$ cat src/rtl/onehot_encoder_pipe.sv
// Registered WIDTH-to-index encoder with valid/ready handshake.
// Selects the highest set bit (MODE 0) or the first set bit at/after a rotating pointer (MODE 1).
module onehot_encoder_pipe #(
  parameter int unsigned WIDTH = 32,
  parameter int unsigned IDX_W = 5,
  parameter int unsigned MODE  = 0
) (
  input  logic             clk,
  input  logic             rst,
  input  logic             in_valid,
  output logic             in_ready,
  input  logic [WIDTH-1:0] in_vec,
  output logic             out_valid,
  input  logic             out_ready,
  output logic [IDX_W-1:0] out_idx,
  output logic             out_any,
  output logic             out_multi
);

  if (IDX_W != $clog2(WIDTH)) begin : g_bad_idx_w
    $error("onehot_encoder_pipe: IDX_W must equal clog2(WIDTH)");
  end
  if (WIDTH < 2 || WIDTH > 64) begin : g_bad_width
    $error("onehot_encoder_pipe: WIDTH must be within 2..64");
  end

  localparam logic [IDX_W-1:0] LAST = IDX_W'(WIDTH - 1);

  logic [IDX_W-1:0] ptr;
  logic [IDX_W-1:0] ptr_next;
  logic [IDX_W-1:0] hi_idx;
  logic [IDX_W-1:0] rr_idx;
  logic [IDX_W-1:0] rr_off;
  logic [IDX_W:0]   rr_sum;
  logic [WIDTH-1:0] rot;
  logic             rr_found;
  logic [IDX_W-1:0] sel_idx;
  logic             sel_any;
  logic             sel_multi;
  logic             accept;

  assign in_ready = !rst && (!out_valid || out_ready);
  assign accept   = in_valid && in_ready;

  assign sel_any   = |in_vec;
  assign sel_multi = (in_vec & (in_vec - WIDTH'(1))) != '0;

  // Fixed priority: later (higher) bits overwrite earlier ones.
  always_comb begin
    hi_idx = '0;
    for (int unsigned i = 0; i < WIDTH; i++) begin
      if (in_vec[i]) hi_idx = IDX_W'(i);
    end
  end

  // Round-robin: rotate so ptr lands on bit 0, find the lowest set bit,
  // then add ptr back with an explicit wrap so non-power-of-2 WIDTH works.
  always_comb begin
    rot      = (in_vec >> ptr) | (in_vec << (WIDTH - int'(ptr)));
    rr_found = 1'b0;
    rr_off   = '0;
    for (int unsigned i = 0; i < WIDTH; i++) begin
      if (!rr_found && rot[i]) begin
        rr_found = 1'b1;
        rr_off   = IDX_W'(i);
      end
    end
    rr_sum = {1'b0, ptr} + {1'b0, rr_off};
    if (rr_sum >= (IDX_W + 1)'(WIDTH)) rr_sum = rr_sum - (IDX_W + 1)'(WIDTH);
    rr_idx = sel_any ? rr_sum[IDX_W-1:0] : '0;
  end

  always_comb begin
    sel_idx  = (MODE == 1) ? rr_idx : hi_idx;
    ptr_next = (sel_idx == LAST) ? '0 : sel_idx + IDX_W'(1);
  end

  always_ff @(posedge clk) begin
    if (rst) begin
      out_valid <= 1'b0;
      out_idx   <= '0;
      out_any   <= 1'b0;
      out_multi <= 1'b0;
      ptr       <= '0;
    end else begin
      if (accept) begin
        out_valid <= 1'b1;
        out_idx   <= sel_idx;
        out_any   <= sel_any;
        out_multi <= sel_multi;
        if (MODE == 1 && sel_any) ptr <= ptr_next;
      end else if (out_ready) begin
        out_valid <= 1'b0;
      end
    end
  end

endmodule

$ cat config.mk
export PLATFORM = sky130hd
export DESIGN_NAME = onehot_encoder_pipe
export DESIGN_NICKNAME = d
export VERILOG_FILES = /design/src/rtl/onehot_encoder_pipe.sv
export SDC_FILE = /design/constraint.sdc
export NUM_CORES = 1
export LEC_CHECK = 0
export CORE_MARGIN = 2
export CORE_UTILIZATION = 40
export CTS_CLUSTER_DIAMETER = 80
export DETAILED_ROUTE_END_ITERATION = 8
export PLACE_DENSITY_LB_ADDON = 0.3
export SLEW_MARGIN = 25
export SYNTH_ARGS = -nofsm -noshare
export SYNTH_HDL_FRONTEND = slang
export SYNTH_SLANG_ARGS = --single-unit
$ cat constraint.sdc
create_clock -name clk -period 2.8 [get_ports clk]
set_input_delay 0.56 -clock clk [delete_from_list [all_inputs] [get_ports clk]]
set_output_delay 0.56 -clock clk [all_outputs]
set_load 0.01 [all_outputs]
==> impl_results.md <==
* Status: completed
* Global Route Usage Sum at 25.4%
* FP Rows at 17
* Initial antenna violation count at 0
* Pwr Density at 263 mW/mm²
* Last weighted congestion value of the routability-driven placer at 0.887
* Syn nets at 174
* Final net count at 238
* Critical Path, Cell by Cell: clkdlybuf4s50_1 > nor4_2 > nand3_1 > or4_1 > o21ai_0 > nor4b_1 > a31oi_1
* Yosys warnings at 0
* Relative contribution of combinational cells to total power at 46.1%
* Cell leakage power at 0.559 nW
* CP max stage cell: nor4_2
* Placed cell areas at 0.00156 mm²
* Most used cells in the layout excluding fill and tap cells: clkdlybuf4s50_1 (44), nor2_1 (19), a21oi_1 (17), buf_4 (17), o21ai_0 (11)
* Hold violation total from the final report at 0
* Average wire length per cell after detail routing at 14.7 µm
* Post-synthesis sequential area ratio at 16.4%
* Final setup violation count at 0
* Crit. End Element: register
* Width of the chip at 53.4 µm
* TritonCTS clock tree: yes
* Hold Crit Class: register to register
* Worst relative slew slack at 64.7%
* Grt total ovfl at 0
* Distinct cells, synth at 44
* Count of pins over their slew limit at 0
* CTS H-tree lvls at 1
* Synthesized cell area at 976 µm²
* Largest cells by area after synthesis: dfxtp_1 (16%), a21oi_1 (8.7%), nor2_1 (7.3%)
* # hold bufs at CTS at 0
* Clk pin slew, worst setup/hold paths at 0.06 ns
* Fraction of power spent switching nets at 32.7%
* Multi-input gate area at 759 µm²
* CTS max path bufs at 2
* Number of antenna cells inserted at 0
* Filler cells at 197
* Share of total power in sequential cells at 31.6%
* Largest stage delay on the critical path at 0.49 ns
* Vias in the first global route at 1320
* Router iterations before antenna repair at 5
* Switching power total at 0.136 mW
* P_int at 0.280 mW
* Post-layout utilization of the core at 70.0%
* Clock latency on the worst-skew pair at 0.26 ns
* Area of the die at 0.00285 mm²
* Maximum operating frequency at 0.401 GHz
* Vias at 1373
* Pin count of the biggest net entering global routing at 9
* Final-layout setup total negative slack at 0 ns
* Arrival time at the worst endpoint at 2.63 ns
* Async SR Flop Fraction at 0%
* # IOs at 45
* Port buffer count at 44
* Share of the synthesized area in the top cell type at 16.4%
* Tot Pwr at 0.416 mW
* Kind of start point of the critical path: input port
* Area of all sequential standard cells at 160 µm²
* DRC violation count after routing at 0
* Post-cts gate resize count at 0
* Mean instance size in the synthesized netlist at 7.07 µm²
* Crit Path Category: input port to register
* Number of buffers created by CTS at 3
* Dominant register cell in the synthesized netlist: dfxtp_1
* Clk Tree Root Cell: clkbuf_4
* Worst hold margin at 0.489 ns
* Routed WL at 3360 µm
* Transition time of the tightest slew-check pin at 0.522 ns
* Post-layout min period at 2.49 ns
* Via density at 6.02
* Number of flops mapped to enable cells by yosys at 0
* WP data required at 2.94 ns
* Violation count after the first detailed-routing iteration at 48
* Starting density of the core at 43.3%
* Setup repair bufs after CTS at 0
* Number of instances in the synthesized netlist at 138
* Synthesis-stage register bit count at 8
* TritonCTS Sinks at 8
* Proportion of layout cells with a drive suffix above 1 at 16.0%
* Final design instance area without fill at 0.00158 mm²
* CORE AREA at 0.00225 mm²
* Dominant cell type by area after synthesis: dfxtp_1
* RSZ-0062 raised after global routing: no
* Buffers plus inverters on the worst setup path at 1
* Global-route wire length before repair at 5450 µm
* Share of total power in the clock network at 22.4%
* HPWL after DPL at 2760 µm
* Area grow syn2layout at 61.8%
* CP top delay family: simple AND/OR/NAND/NOR gates
* Critical path fanouts, max at 4
* IR drop worst, VDD at 0.260 mV
* Share of the cycle needed by the critical path after routing at 89.1%
* Final ANT Viol Nets at 0
* Die boundary height at 53.4 µm
* Most common cell after layout, fill and taps aside: clkdlybuf4s50_1
* Worst Clk Skew at 0.00702 ns
* Max capacitance violation total at 0
## metrics by stage
stage          std cells  setup slack [ns]
2_1_floorplan        138             0.673
3_3_place_gp         225             0.127
3_5_place_dp         225            0.0618
4_1_cts              228             0.325
5_1_grt              228             0.116
6_report             228             0.306
## routing by layer
metal,up-vias,track usage [%],routed length (µm)
li1,672,-,-
met3,2,3.39,200
met2,64,48.6,1730
met5,-,0,0
met4,0,6.41,17
met1,635,28.9,1410
## cell type report
type / instances / area share (%)
multi-input cells: 119 / 48.1
repair buffers: 61 / 36.0
flip-flops and latches: 8 / 10.1
well taps: 28 / 2.22
inverters: 9 / 2.14
clock buffers: 3 / 1.43
## cell families after synthesis
group | count (synthesis) | share of synthesized area [%]
compound gates | 57 | 38.1
fa+ha+maj | 3 | 3.08
flops | 8 | 16.4
simple gates | 59 | 36.7
buf+inv | 11 | 5.77
## tightest hold or removal path, stage by stage (launching register included)
cell and delay, ns:
dfxtp_1 0.32, a21oi_1 0.06, nor2_1 0.07
## path summary, 6_finish.rpt
kind | startpoint | endpoint | slack, ns | cells after the start
max | in_vec[7] | out_multi | 0.31 | 7
min | out_idx[2] | out_idx[2] | 0.49 | 2
max reg2reg | out_valid | out_multi | 0.97 | 6
min reg2reg | out_idx[2] | out_idx[2] | 0.49 | 2
## cells in the mapped netlist (2+ instances only)
cell and number:
nor2_1 19, a21oi_1 17, o21ai_0 11, inv_1 9
nor3_1 9, dfxtp_1 8, a31oi_1 5, nand2_1 5
o31ai_1 4, or3_1 4, maj3_1 3, nor4_1 3
nor4_2 3, or4_1 3, a21o_1 2, buf_6 2
nand3_1 2, nor4b_1 2, or4_4 2
## power by group through the flow
stage	sequential [mW]	combinational, mW	clock, mW
floorplan	0.138	0.0587	0
global placement	0.133	0.186	0
detailed placement	0.134	0.189	0
CTS	0.131	0.190	0.0941
global route	0.132	0.207	0.103
finish	0.131	0.192	0.0930
## state kept, by name, summed over array words and instances, names as in the netlist
register / count
out_valid: 1
out_multi: 1
out_idx: 5
out_any: 1
(Power assumes the default switching activity.)
